**config.mk**
```make
export PLATFORM = sky130hd
export DESIGN_NAME = hazard_ctrl_unit
export DESIGN_NICKNAME = d
export VERILOG_FILES = /design/src/rtl/hazard_pkg.sv /design/src/rtl/hazard_md_timer.sv /design/src/rtl/hazard_ctrl_unit.sv
export SDC_FILE = /design/constraint.sdc
export NUM_CORES = 1
export LEC_CHECK = 0
export BUFFER_PORTS_ARGS = -buffer_cell sky130_fd_sc_hd__buf_4
export CORE_MARGIN = 1.5
export CORE_UTILIZATION = 36
export CTS_CLUSTER_DIAMETER = 30
export DETAILED_ROUTE_END_ITERATION = 8
export MAX_ROUTING_LAYER = met4
export PLACE_DENSITY = 0.8
export SYNTH_ARGS = -nofsm -noshare
export SYNTH_HDL_FRONTEND = slang
export SYNTH_SLANG_ARGS = --single-unit
```
**constraint.sdc**
```tcl
create_clock -name clk -period 3.1 [get_ports clk]
set_input_delay 0.93 -clock clk [delete_from_list [all_inputs] [get_ports clk]]
set_output_delay 0.93 -clock clk [all_outputs]
set_load 0.1 [all_outputs]
```
**src/rtl/hazard_pkg.sv**
```systemverilog
// Shared constants for the pipeline hazard controller: forwarding selects and MD FSM state encoding.
package hazard_pkg;

   localparam logic [1:0] FWD_RF  = 2'b00;
   localparam logic [1:0] FWD_WB  = 2'b01;
   localparam logic [1:0] FWD_MEM = 2'b10;

   localparam logic [0:0] ST_IDLE    = 1'b0;
   localparam logic [0:0] ST_MD_BUSY = 1'b1;

endpackage

```
**src/rtl/hazard_md_timer.sv**
```systemverilog
// Mul/div occupancy FSM: counts the EX cycles after the start cycle and pulses done in the last one.
module hazard_md_timer
   import hazard_pkg::*;
#(
   parameter int unsigned MD_LATENCY = 4
) (
   input  logic clk,
   input  logic rst_n,
   input  logic md_start,
   output logic busy,
   output logic done_c
);

   localparam int unsigned CW = $clog2(MD_LATENCY + 1);

   logic [0:0]    state_q, state_nx;
   logic [CW-1:0] cnt_q, cnt_nx;

   always_ff @(posedge clk or negedge rst_n) begin
      if (!rst_n) begin
         state_q <= ST_IDLE;
         cnt_q   <= '0;
      end else begin
         state_q <= state_nx;
         cnt_q   <= cnt_nx;
      end
   end

   // Single-cycle ops never leave IDLE; done is raised in the start cycle instead.
   always_comb begin
      state_nx = state_q;
      cnt_nx   = cnt_q;
      done_c   = 1'b0;
      case (state_q)
         ST_IDLE: begin
            if (md_start) begin
               if (MD_LATENCY > 1) begin
                  state_nx = ST_MD_BUSY;
                  cnt_nx   = CW'(MD_LATENCY - 1);
               end else begin
                  done_c = 1'b1;
               end
            end
         end
         ST_MD_BUSY: begin
            cnt_nx = cnt_q - CW'(1);
            if (cnt_q == CW'(1)) begin
               done_c   = 1'b1;
               state_nx = ST_IDLE;
            end
         end
         default: state_nx = ST_IDLE;
      endcase
   end

   assign busy = (state_q == ST_MD_BUSY);

endmodule

```
**src/rtl/hazard_ctrl_unit.sv**
```systemverilog
// Hazard controller for the 5-stage pipeline: forwarding, load-use/branch stalls, mul/div freeze.
// Optional stall statistics counters are built when HAZARD_STATS_EN is defined.
module hazard_ctrl_unit
   import hazard_pkg::*;
#(
   parameter int unsigned REG_AW     = 5,
   parameter int unsigned MD_LATENCY = 4,
   parameter int unsigned CNT_W      = 16
) (
   input  logic              clk,
   input  logic              rst_n,
   input  logic [REG_AW-1:0] rs_d,
   input  logic [REG_AW-1:0] rt_d,
   input  logic [REG_AW-1:0] rs_e,
   input  logic [REG_AW-1:0] rt_e,
   input  logic [REG_AW-1:0] wr_reg_e,
   input  logic [REG_AW-1:0] wr_reg_m,
   input  logic [REG_AW-1:0] wr_reg_w,
   input  logic              reg_write_e,
   input  logic              reg_write_m,
   input  logic              reg_write_w,
   input  logic              mem_to_reg_e,
   input  logic              mem_to_reg_m,
   input  logic              branch_d,
   input  logic              md_start_e,
   output logic [1:0]        fwd_ae,
   output logic [1:0]        fwd_be,
   output logic              fwd_ad,
   output logic              fwd_bd,
   output logic              stall_f,
   output logic              stall_d,
   output logic              flush_e,
   output logic              hold_e,
   output logic              md_busy,
   output logic              md_done,
   output logic [CNT_W-1:0]  stall_cyc,
   output logic [CNT_W-1:0]  lw_events
);

   // Register 0 is hard-wired zero, so a write to it never produces a hazard.
   function automatic logic hit(input logic en, input logic [REG_AW-1:0] wr,
                                input logic [REG_AW-1:0] src);
      return en && (wr != '0) && (wr == src);
   endfunction

   logic busy, done_c, lw_stall, br_stall, haz_stall;

   hazard_md_timer #(.MD_LATENCY(MD_LATENCY)) u_md_timer (
      .clk      (clk),
      .rst_n    (rst_n),
      .md_start (md_start_e),
      .busy     (busy),
      .done_c   (done_c)
   );

   assign lw_stall  = hit(mem_to_reg_e, wr_reg_e, rs_d) || hit(mem_to_reg_e, wr_reg_e, rt_d);
   assign br_stall  = branch_d &&
                      (hit(reg_write_e, wr_reg_e, rs_d) || hit(reg_write_e, wr_reg_e, rt_d) ||
                       hit(mem_to_reg_m, wr_reg_m, rs_d) || hit(mem_to_reg_m, wr_reg_m, rt_d));
   assign haz_stall = lw_stall || br_stall;

   // Outputs are forced low while reset is held; a busy mul/div hold overrides the bubble.
   always_comb begin
      fwd_ae  = FWD_RF;
      fwd_be  = FWD_RF;
      fwd_ad  = 1'b0;
      fwd_bd  = 1'b0;
      stall_f = 1'b0;
      stall_d = 1'b0;
      flush_e = 1'b0;
      hold_e  = 1'b0;
      md_busy = 1'b0;
      md_done = 1'b0;
      if (rst_n) begin
         if (hit(reg_write_m, wr_reg_m, rs_e))      fwd_ae = FWD_MEM;
         else if (hit(reg_write_w, wr_reg_w, rs_e)) fwd_ae = FWD_WB;
         if (hit(reg_write_m, wr_reg_m, rt_e))      fwd_be = FWD_MEM;
         else if (hit(reg_write_w, wr_reg_w, rt_e)) fwd_be = FWD_WB;
         fwd_ad  = hit(reg_write_m, wr_reg_m, rs_d);
         fwd_bd  = hit(reg_write_m, wr_reg_m, rt_d);
         md_busy = busy;
         md_done = done_c;
         if (busy) begin
            stall_f = 1'b1;
            stall_d = 1'b1;
            hold_e  = 1'b1;
         end else begin
            stall_f = haz_stall;
            stall_d = haz_stall;
            flush_e = haz_stall;
         end
      end
   end

`ifdef HAZARD_STATS_EN
   logic [CNT_W-1:0] stall_cyc_q, lw_events_q;

   // Saturating counters; only reset clears them.
   always_ff @(posedge clk or negedge rst_n) begin
      if (!rst_n) begin
         stall_cyc_q <= '0;
         lw_events_q <= '0;
      end else begin
         if (stall_d && (stall_cyc_q != '1))
            stall_cyc_q <= stall_cyc_q + CNT_W'(1);
         if (lw_stall && !busy && (lw_events_q != '1))
            lw_events_q <= lw_events_q + CNT_W'(1);
      end
   end

   assign stall_cyc = stall_cyc_q;
   assign lw_events = lw_events_q;
`else
   assign stall_cyc = '0;
   assign lw_events = '0;
`endif

endmodule

```
==> results.txt, run 1 <==
* Site Rows: 19
- For the finished layout, the period the worst path requires is 3300 ps.
* Synth Instances: 135
- Min-delay worst type: reg2reg
- Number of global-route vias before repair: 995
- In this run the remaining antenna-violating nets after routing total 0.
* Clock-pin slew reported for the worst setup and hold paths after clock tree synthesis: 40 ps
- Pwr Total: 0.721 mW
* TritonCTS clock tree: yes
- Peak supply drop: 0.594 mV
* Category of the most critical setup path: in2out
* Most used DFF post-synth: dfrtp_1
- Net count, final: 250
- The floorplan step defined a core boundary enclosing 2780 um^2.
- Layout Cell Area excl Fill: 1690 um^2
- Total placed cells including tap cells: 227
- Setup ws final: -198 ps
- The slowest stage of the critical path is the or4_4 cell.
- The worst setup path is launched from an input port.
* Hold_ws: 514 ps
- GPL Wtd Cong: 0.830
- Compared with the post-synthesis result, the final layout area differs by 59.2%.
- Router iterations before antenna repair: 4
- Top achievable clock speed: 303 MHz
* Number of top-level pins: 88
* Final count of pins violating max slew: 0
- Estimated wirelength of the detail-placed design: 2.31 mm
* Total buffers and inverters traversed by the critical path: 2
- Entering global routing, the biggest net connects 13 pins.
- Fin Clk Skew: 2.16 ps
- For this run, the total global-route usage over all layers was measured as 0.177.
- Unique masters post-synth: 34
- Across the run, the number of max-cap violations was 0.
- Synth warn: 0
- Non-filler instance count after layout: 233
* Sequential area share after synthesis: 0.0941
- Failing checks: negative setup slack
- Clock latency of the later-clocked register in the worst-skew pair: 240 ps
- Post-route clock period utilization: 1.06
- The number of antenna violations at the first check in global routing was 0.
- CTS Hold Bufs: 0
* Flops & latches, synth: 4
- Of the cells placed in the final design, the portion with a size suffix greater than 1 is 0.470.
* Area of the mapped netlist: 1060 um^2
- The die is 57.4 um wide.
- Die area: 3290 um^2
- After detailed placement, the total cell area comes to 1490 um^2.
- TritonCTS created 3 clock buffers.
* Leak: 0.801 nW
* # setup viols final: 8
* Grt ovf: 0
* Number of vias in the routed layout: 1084
* Post-placement worst setup slack: -162 ps
- Setup repair after global routing could not meet its margin everywhere.
* ANT cells: 0
* Initial Utilization: 0.382
- The flow ran to the end, but the final reports show violations.
- Of all nets on the critical path, the largest fanout is 3.
* CP Data Arrival Time: 2370 ps
- Maximum cell stage delay along the critical path: 570 ps
* H-tree levels: 1
- In the final timing run, aggregate negative setup slack is -761 ps.
- During placement, the flow inserted port buffers numbering 55.
* Average size of a mapped cell: 7.88 um^2
* CP required: 2170 ps
- Drt drc: 0
- At the end of the flow the core is filled with cells to 0.609.
- Clock root buffer master: clkbuf_4
* Number of hold violations in the final report: 0
* Share of synthesized registers carrying an async set or reset: 1.00
* WL final: 2.86 mm
- The detailed router finished its first iteration with 20 violations.
* P per Cell Area: 426 nW/um^2
* Clock Tree Buf Depth: 2
- The synthesized design contains 0 enable-type register cells.
- The worst setup path is captured at an output port.
- The first global-routing pass estimated 4.50 mm of wire.
- After detailed routing, the number of vias per cell comes to 4.65.
- Dividing the detail-routed wire length by the instance count gives 12.3 um.
* # clock sinks: 4
- Vertical extent of the die: 57.4 um
- Grouping stages by cell kind, the critical path spends the most delay in simple AND/OR/NAND/NOR gates.
- Ordered list of cells on the worst path: buf_8 > or4_4 > o21ai_4 > nor4_4 > nor3_2 > buf_6
[state kept, by name (all words and copies together), names as in the netlist]
| name | count |
|---|---|
| u_md_timer.busy | 1 |
| u_md_timer.cnt_q | 3 |
[cell usage in the layout (no fill, tap or decap), types with 2 or more instances in the layout]
master,n
dfrtp_1,4
nand2_1,2
or4_4,2
inv_1,3
xnor2_1,23
buf_12,3
buf_4,61
nor3_1,2
xor2_1,17
and2_4,2
buf_6,5
nor4_4,3
or4_1,2
clkbuf_4,3
nand3_1,8
nor3_2,2
ha_1,2
nor2_1,2
and3_2,2
conb_1,32
buf_8,4
[layout make-up]
cell class	instances	area, um^2
multi-input cells	119	886
fillers	233	1090
clock buffers	3	22.5
flip-flops and latches	4	100
well taps	31	38.8
inverters	3	11.3
repair buffers	73	634
[layer usage]
layer	part of all wire	vias to the layer above	GRT usage
li1	-	520	-
met1	0.41	502	0.224
met2	0.51	58	0.289
met3	0.068	4	0.0454
met4	0.0077	0	0.0266
met5	0	-	-
[logic make-up after synthesis]
| family | share of synthesized area |
|---|---|
| AOI/OAI and AO/OA | 0.0718 |
| and+or+nand+nor | 0.186 |
| other | 0.00353 |
| adders and majority gates | 0.0235 |
| DFF | 0.0941 |
| xor gates and xnor gates | 0.338 |
| buffers and inverters | 0.284 |
[worst register-to-register path, stage by stage (launching register included)]
cell     delay (ps)
dfrtp_1         390
inv_1            60
ha_1            200
xor2_1          160
a22o_1          180
[synthesized netlist by cell type (2+ instances only)]
cell,number,area [um^2]
dfrtp_1,4,100
ha_1,2,25.0
xnor2_1,24,210
buf_4,34,255
buf_2,4,20.0
a21oi_1,2,10.0
or4_1,3,22.5
nand2_1,2,7.51
and3_1,2,12.5
xor2_1,17,149
nand3_1,8,40.0
nor4_1,2,12.5
nor2_1,3,11.3
and2_1,2,12.5
nor3_1,5,25.0
inv_1,3,11.3
[final timing paths]
kind                                                   endpoint                       startpoint  slack, ps  cells past startpoint
worst min register to register  u_md_timer.cnt_q[0]$_DFFE_PN0P_  u_md_timer.cnt_q[0]$_DFFE_PN0P_        510                      1
worst max register to register  u_md_timer.cnt_q[2]$_DFFE_PN0P_  u_md_timer.cnt_q[0]$_DFFE_PN0P_       2010                      4
worst max-delay path                                  fwd_ae[0]                      wr_reg_m[2]       -200                      6
max in group asynchronous       u_md_timer.cnt_q[0]$_DFFE_PN0P_                            rst_n       2340                      2
min in group asynchronous       u_md_timer.cnt_q[2]$_DFFE_PN0P_                            rst_n        620                      2
worst min-delay path            u_md_timer.cnt_q[0]$_DFFE_PN0P_  u_md_timer.cnt_q[0]$_DFFE_PN0P_        510                      1
[power by group]
| part | switching [mW] | internal, mW | total [mW] | leakage (nW) |
|---|---|---|---|---|
| clock | 0.0220 | 0.0434 | 0.0653 | 0.0138 |
| sequential | 0.0256 | 0.0778 | 0.103 | 0.0452 |
| combinational | 0.394 | 0.158 | 0.552 | 0.742 |
| total | 0.441 | 0.279 | 0.721 | 0.801 |
[timing repair]
action	4_1_cts	5_1_grt
gates resized for setup	20	14
cloned	0	0
buffers inserted	1	2
setup endpoints to repair	9	9
pin swaps	2	7
No activity file was read; power rests on OpenSTA's default activity.
==> inputs of run 2 (changes only) <==
CAP_MARGIN = 0   (was unset)
PLACE_DENSITY = 0.79   (was 0.8)
SYNTH_HIERARCHICAL = 1   (was unset)
==> results.txt, run 2 <==
- The flow ran to the end, but the final reports show violations.
* Failing checks: design-rule violations, negative setup slack
- Proportion of total power due to net switching: 0.603 (-0.00919)
* Router iterations before antenna repair: 6 (+2)
* Cell Area, Placed: 1550 um^2 (+4.5%)
- The final RePlAce weighted congestion came to 0.778 (-6.3%).
* Unrepaired setup endpoints after global routing: yes
- The power dissipated by switching net loads was 0.447 mW (+1.2%).
- WL final: 2.49 mm (-13%)
- Area of the mapped netlist: 1090 um^2 (+2.5%)
* Violation count after the first detailed-route iteration: 30 (+50%)
* Synth Instances: 135 (unchanged)
- The clock insertion delay at the later pin of the skew report is 230 ps (about the same).
- Port-buffer cells: 55 (unchanged)
- The share of synthesized area spent on multiplexers was 0 (unchanged).
- Element type at the critical path end: output port
- Die Wd: 58.0 um (+1.2%)
- Total buffers and inverters traversed by the critical path: 2 (unchanged)
* Initial antenna violation count: 0 (unchanged)
- Synth cell count leaders: buf_4 (35), xor2_1 (23), xnor2_1 (17), nand3_1 (6), nor3_1 (6)
- The die outline area was 3370 um^2 (+2.4%).
- Fraction of layout cells with a size suffix above 1: 0.510 (+0.0399)
* Combinational family with the most area after synthesis: XOR/XNOR gates
- Growth of design area from synthesis to finish: 64.5%
- Min-delay worst type: reg2reg
- Clock Tree Buf Depth: 2 (unchanged)
- Total clock buffers created by CTS: 3 (unchanged)
- Hold_ws: 531 ps (+16.7 ps)
- The max-capacitance violation count was 0 (unchanged).
- The starting density of the core was 0.388 (+0.00613).
- Most common cell after layout, fill and taps aside: buf_4
- The area fraction in and, or, nand and nor cells after synthesis is 0.189 (+0.00356).
- The antenna cell count came to 0 (unchanged).
- The HPWL after detailed placement came to 2.21 mm (-4.1%).
* Cell type group with the largest total delay on the critical path: compound AO/OA/AOI/OAI gates
- The synthesized-area fraction occupied by adder cells came to 0.0230 (-0.000567).
- Yosys attributes the largest share of cell area to buf_4 (24%), xor2_1 (18%), xnor2_1 (14%).
* Largest register by flop count: u_md_timer/cnt_q
- Share of synthesized registers carrying an async set or reset: 1.00 (unchanged)
- Standard cell with the maximum stage delay on the critical path: a211oi_4
- Share of the synthesized netlist area taken by xor and xnor gates: 0.336 (-0.00125)
- Most common cell in the netlist: buf_4
* Mean routed wirelength per cell: 11.0 um (-11%)
- Grt ovf: 0 (unchanged)
- Number of top-level pins: 88 (unchanged)
* GRT Overall Usage: 0.156 (-0.0206)
- Combinational share of power: 0.777 (+0.011)
- Number of global-route vias before repair: 941 (-5.4%)
- CP required: 2170 ps (about the same)
- The maximum resistive drop on vdd is 0.258 mV (-57%).
- The number of max-slew violations in the final report came to 0 (unchanged).
- The mean cell area of the mapped netlist came to 8.07 um^2 (+2.5%).
- Fin Clk Skew: 0.604 ps (-1.55 ps)
- buf_4 takes more of the synthesized area than any other cell.
- The pin count of the biggest net entering global routing was 11 (-2).
* Number of nets with antenna violations after routing: 0 (unchanged)
- The maximum net fanout on the critical path is 2 (-1).
- Synthesized-area fraction occupied by ao, oa, aoi and oai cells: 0.0654 (-0.00632)
* Core footprint: 2810 um^2 (+0.85%)
* Unique masters post-synth: 30 (-12%)
- Shortest period the worst path allows: 3150 ps (-147 ps)
- Synth warn: 6 (+6)
* CTS Hold Bufs: 0 (unchanged)
- The flip-flop count of the largest register, all copies and words added is 3 (unchanged).
- The die outline height is 58.0 um (+1.2%).
- Post-route clock period utilization: 1.02 (-0.0474)
* # clock sinks: 4 (unchanged)
- The DRC violations left was 5 (+5).
- CP Data Arrival Time: 2220 ps (-150 ps)
- Internal power: 0.294 mW (+5.1%)
- The via total after detailed routing was 986 (-9.0%).
- Ordered list of cells on the worst path: buf_4 > xnor2_4 > nand3_2 > nor3_4 > o2111ai_4 > a211oi_4 > buf_12
- Sequential share of power: 0.140 (-0.003)
* Post-placement worst setup slack: -99.0 ps (+62.6 ps)
- The leakage power came to 0.838 nW (+4.7%).
- The sequential fraction of the synthesis area is 0.0918 (-0.00227).
- TritonCTS built the clock tree.
- Clock-pin slew reported for the worst setup and hold paths after clock tree synthesis: 30 ps (about the same)
- Setup ws final: -50.8 ps (+147 ps)
* Area share of the largest cell type after synthesis: 0.241 (+0.00110)
- Global-route wire length before repair: 4.02 mm (-11%)
* Clock root buffer master: clkbuf_4
- The most used flip-flop cell after synthesis is dfrtp_1.
* # setup viols final: 3 (-5)
- H-tree levels: 1 (unchanged)
- The number of flops mapped to enable cells by yosys is 0 (unchanged).
* P per Cell Area: 413 nW/um^2 (-3.0%)
- The number of fill cells is 270 (+16%).
- The critical path in this run is classified as in2out.
* Net count, final: 244 (-2.4%)
- The placement row count came to 19 (unchanged).
* Flops & latches, synth: 4 (unchanged)
* Layout Cell Area excl Fill: 1790 um^2 (+5.9%)
- Worst Setup Start Kind: input port
- Proportion of power drawn by the clock network: 0.083 (-0.008)
- The via density per instance was 4.34 (-6.6%).
- The maximum frequency from static timing analysis was 317 MHz (+4.7%).
- The delay contributed by the slowest stage of the critical path is 300 ps (-270 ps).
- Number of hold violations in the final report: 0 (unchanged)
- The top cell types in the final layout, fill and taps aside, are buf_4 (51), conb_1 (32), xor2_1 (23), xnor2_1 (11), buf_6 (8).
==> run 2: changes by cell type after synthesis, moves of 2 or more <==
cell	delta
buf_6	+2
xor2_1	+6
buf_2	-3
and2_1	+2
nand3_1	-2
xnor2_1	-7
==> run 2: what timing repair did <==
action                     CTS  global route
cloned                       0             0
pin swaps                    2            12
buffers inserted             0             1
resized for setup           12            30
setup endpoints to repair    7             8
==> run 2: power groups by stage <==
stage | Combinational [mW] | Sequential [mW] | Clock [mW]
2_1_floorplan | 0.476 | 0.0986 | 0
3_3_place_gp | 0.529 | 0.103 | 0
3_5_place_dp | 0.534 | 0.104 | 0
4_1_cts | 0.542 | 0.104 | 0.0652
5_1_grt | 0.611 | 0.108 | 0.0702
6_report | 0.575 | 0.104 | 0.0616
==> run 2: cell families after synthesis <==
group | Yosys count
adder cells (fa/ha/maj) | 2
flip-flops | 4
AO/OA/AOI/OAI | 10
other | 1
buffers and inverters | 43
XOR/XNOR | 41
AND/OR/NAND/NOR | 34
==> run 2: final timing paths <==
| path | startpoint | end | slack (ps) | cells after the start |
|---|---|---|---|---|
| max | rs_d[0] | flush_e | -50 | 7 |
| min | u_md_timer/cnt_q[0]$_DFFE_PN0P_ | u_md_timer/cnt_q[0]$_DFFE_PN0P_ | 530 | 1 |
| max reg2reg | u_md_timer/cnt_q[0]$_DFFE_PN0P_ | u_md_timer/cnt_q[2]$_DFFE_PN0P_ | 2020 | 4 |
| min reg2reg | u_md_timer/cnt_q[0]$_DFFE_PN0P_ | u_md_timer/cnt_q[0]$_DFFE_PN0P_ | 530 | 1 |
| max in group asynchronous | rst_n | u_md_timer/cnt_q[2]$_DFFE_PN0P_ | 2360 | 2 |
| min in group asynchronous | rst_n | u_md_timer/busy$_DFF_PN0_ | 610 | 2 |
==> run 2: through the flow <==
stage | TNS [ps] | cells | util | power (mW)
finish | -64.8 | 227 | 0.639 | 0.740
detailed placement | -545 | 223 | 0.554 | 0.639
global placement | -498 | 223 | 0.554 | 0.632
CTS | -129 | 226 | 0.582 | 0.711
floorplan | -1780 | 166 | - | 0.575
global route | -530 | 227 | 0.639 | 0.789
==> run 2: final cells by class <==
| cell class | count | area, um^2 | area share |
|---|---|---|---|
| clock buffer | 3 | 22.5 | 0.0126 |
| multi-input combinational | 119 | 1000 | 0.560 |
| timing repair buffer | 66 | 613 | 0.342 |
| tap | 31 | 38.8 | 0.0216 |
| sequential | 4 | 100 | 0.0558 |
| inverter | 4 | 15.0 | 0.00837 |
==> run 2: per-layer routing <==
layer,GRT usage,vias to the layer above,share of wire
met5,-,-,0
met2,0.287,47,0.59
met4,0.0498,0,0
li1,-,502,-
met1,0.181,437,0.35
met3,0.00670,0,0.060
==> inputs of run 3 (changes only) <==
CELL_PAD_IN_SITES_DETAIL_PLACEMENT = 0   (was unset)
CELL_PAD_IN_SITES_GLOBAL_PLACEMENT = 1   (was unset)
CORE_UTILIZATION = 25   (was 36)
PLACE_DENSITY = 0.83   (was 0.79)
SYNTH_HIERARCHICAL = unset   (was 1)
==> results.txt, run 3 (same netlist as run 1, synthesis figures left out) <==
- The flow ran to the end, but the final reports show violations.
- The checks that failed: negative setup slack.
- ANT cells: 0 (unchanged)
* Cell type group with the largest total delay on the critical path: buffers and inverters
- The total power came to 0.791 mW (+6.9%).
* Final count of pins violating max slew: 0 (unchanged)
- Category of the most critical setup path: in2out
- The worst-case clock skew was 0.420 ps (-0.184 ps).
* Shortest period the worst path allows: 3210 ps (+63.5 ps)
* Element type at the critical path end: output port
- The die outline height was 68.2 um (+18%).
- The clock-pin slew reported for the worst setup and hold paths after clock tree synthesis was 30 ps (about the same).
- The CTS buffer count came to 3 (unchanged).
* Fraction of layout cells with a size suffix above 1: 0.500 (-0.0102)
- Unrepaired setup endpoints after global routing: yes
- Among all stages on the critical path, the largest delay is contributed by nor3_4.
* Max FFs per register: 3 (unchanged)
* Number of nets with antenna violations after routing: 0 (unchanged)
- The maximum net fanout on the critical path is 4 (+2).
- GRT Overall Usage: 0.127 (-0.0292)
- Die area: 4650 um^2 (+38%)
- The power density relative to cell area was 422 nW/um^2 (+2.3%).
* WL final: 2.91 mm (+17%)
- The via total after detailed routing came to 1047 (+6.2%).
- # setup viols final: 9 (+6)
- Net count, final: 252 (+3.3%)
- Min-delay worst type: reg2reg
- Drt via density: 4.12 (-5.1%)
- Initial Utilization: 0.262 (-0.126)
* Number of top-level pins: 88 (unchanged)
* Worst Setup Start Kind: input port
* Growth of design area from synthesis to finish: 76.1%
- The placement row count was 23 (+4).
- Non-filler instance count after layout: 254 (+12%)
- The final worst-path setup slack came to -114 ps (-63.5 ps).
- The period utilization is 1.04 (+0.0205).
- Drt drc: 0 (-5)
- Cell repeated most along the worst path: buf_6
- The delay contributed by the slowest stage of the critical path came to 250 ps (-50 ps).
* CP Data Arrival Time: 2280 ps (+60 ps)
- The cell total after placement was 247 (+11%).
- GPL Wtd Cong: 0.775 (-0.36%)
* Post-Route Utilization: 0.462 (-0.178)
- Commonest cells after routing, fill and taps aside: buf_4 (53), conb_1 (32), xnor2_1 (21), xor2_1 (17), buf_6 (13)
* Die Wd: 68.2 um (+18%)
* Ordered list of cells on the worst path: buf_6 > buf_4 > buf_6 > xnor2_4 > nand3_2 > nor3_4 > o21ai_2 > a21oi_1 > buf_6
* Top achievable clock speed: 311 MHz (-2.0%)
- Leak: 0.852 nW (+1.7%)
- # clock sinks: 4 (unchanged)
- The cell sitting at the root of the clock tree is a clkbuf_8.
- The number of buffers on the longest clock path came to 2 (unchanged).
- Max-capacitance violation count: 0 (unchanged)
- Mean routed wirelength per cell: 11.5 um (+4.6%)
- Router iterations before antenna repair: 4 (-2)
- Grt ovf: 0 (unchanged)
- The number of hold violations in the final report came to 0 (unchanged).
- Global-route wire length before repair: 4.40 mm (+9.5%)
- Setup TNS Final: -673 ps (-609 ps)
- More flip-flops sit in one register than any other, and that register is u_md_timer.cnt_q.
* CP required: 2170 ps (about the same)
* Maximum number of pins on one net before global-route repair: 13 (+2)
- CTS Hold Bufs: 0 (unchanged)
* Port-buffer cells: 55 (unchanged)
- The via count of the first global-routing pass was 980 (+4.1%).
* TritonCTS clock tree: yes
* Total buffers and inverters traversed by the critical path: 4 (+2)
- The clock insertion delay at the later pin of the skew report came to 210 ps (-20 ps).
- Violation count after the first detailed-route iteration: 30 (unchanged)
- The deepest level of the CTS H-tree was 1 (unchanged).
- The floorplan core area is 4060 um^2 (+45%).
- Peak supply drop: 0.164 mV (-36%)
* Initial antenna violation count: 0 (unchanged)
- The HPWL after detailed placement came to 2.47 mm (+11%).
- The library cell used most frequently in the layout, excluding fill and tap cells, is buf_4.
[run 3: changes by cell type in the layout (fill, tap and decap cells not counted), sizes merged, moves of 2 or more]
cell,delta
xor2,-6
nor2,-2
buf,+9
xnor2,+6
nor3,-2
nand3,+2
[run 3: through the flow]
step | hold WS (ps) | worst slack, ps | instance area (um^2)
2_1_floorplan | 474 | -957 | 1230
3_5_place_dp | 520 | -195 | 1540
3_3_place_gp | 492 | -188 | 1540
4_1_cts | 522 | -114 | 1750
6_report | 523 | -114 | 1870
5_1_grt | 555 | -189 | 1870
[run 3: path summary, 6_finish.rpt]
path	startpoint	to	slack, ps	cells past startpoint
max	wr_reg_m[2]	flush_e	-110	9
max reg2reg	u_md_timer.cnt_q[0]$_DFFE_PN0P_	u_md_timer.cnt_q[2]$_DFFE_PN0P_	2000	4
min	u_md_timer.cnt_q[0]$_DFFE_PN0P_	u_md_timer.cnt_q[0]$_DFFE_PN0P_	520	1
min reg2reg	u_md_timer.cnt_q[0]$_DFFE_PN0P_	u_md_timer.cnt_q[0]$_DFFE_PN0P_	520	1
min in group asynchronous	rst_n	u_md_timer.busy$_DFF_PN0_	660	2
max in group asynchronous	rst_n	u_md_timer.cnt_q[1]$_DFFE_PN0P_	2290	2
[run 3: area by class of cell]
| class | count | area (um^2) |
|---|---|---|
| Tap cell | 50 | 62.6 |
| Clock buffer | 3 | 41.3 |
| Timing Repair Buffer | 75 | 719 |
| Inverter | 3 | 11.3 |
| Sequential cell | 4 | 100 |
| Multi-Input combinational cell | 119 | 938 |
| Fill cell | 371 | 2180 |
[run 3: routing by layer]
layer	vias to the layer above	routed length [um]	GRT usage
met1	476	1170	0.153
met5	-	0	-
li1	523	-	-
met3	2	154	0.0115
met2	46	1570	0.223
met4	0	20	0.0375
[run 3: power by group]
| part | total (mW) | switching, mW | internal, mW |
|---|---|---|---|
| Sequential | 0.105 | 0.0268 | 0.0779 |
| Combinational | 0.577 | 0.401 | 0.176 |
| Clock | 0.109 | 0.0264 | 0.0827 |
| Total | 0.791 | 0.454 | 0.337 |
[run 3: worst register-to-register path, stage by stage (launching register included)]
cell and delay, ps:
dfrtp_1 380, inv_1 60, ha_1 200, xor2_1 160, a22o_1 180
[run 3: timing repair]
| item | CTS | global route |
|---|---|---|
| buffers inserted | 1 | 3 |
| resized for setup | 34 | 20 |
| gates cloned | 0 | 0 |
| setup endpoints to repair | 9 | 9 |
| pin swaps | 14 | 11 |
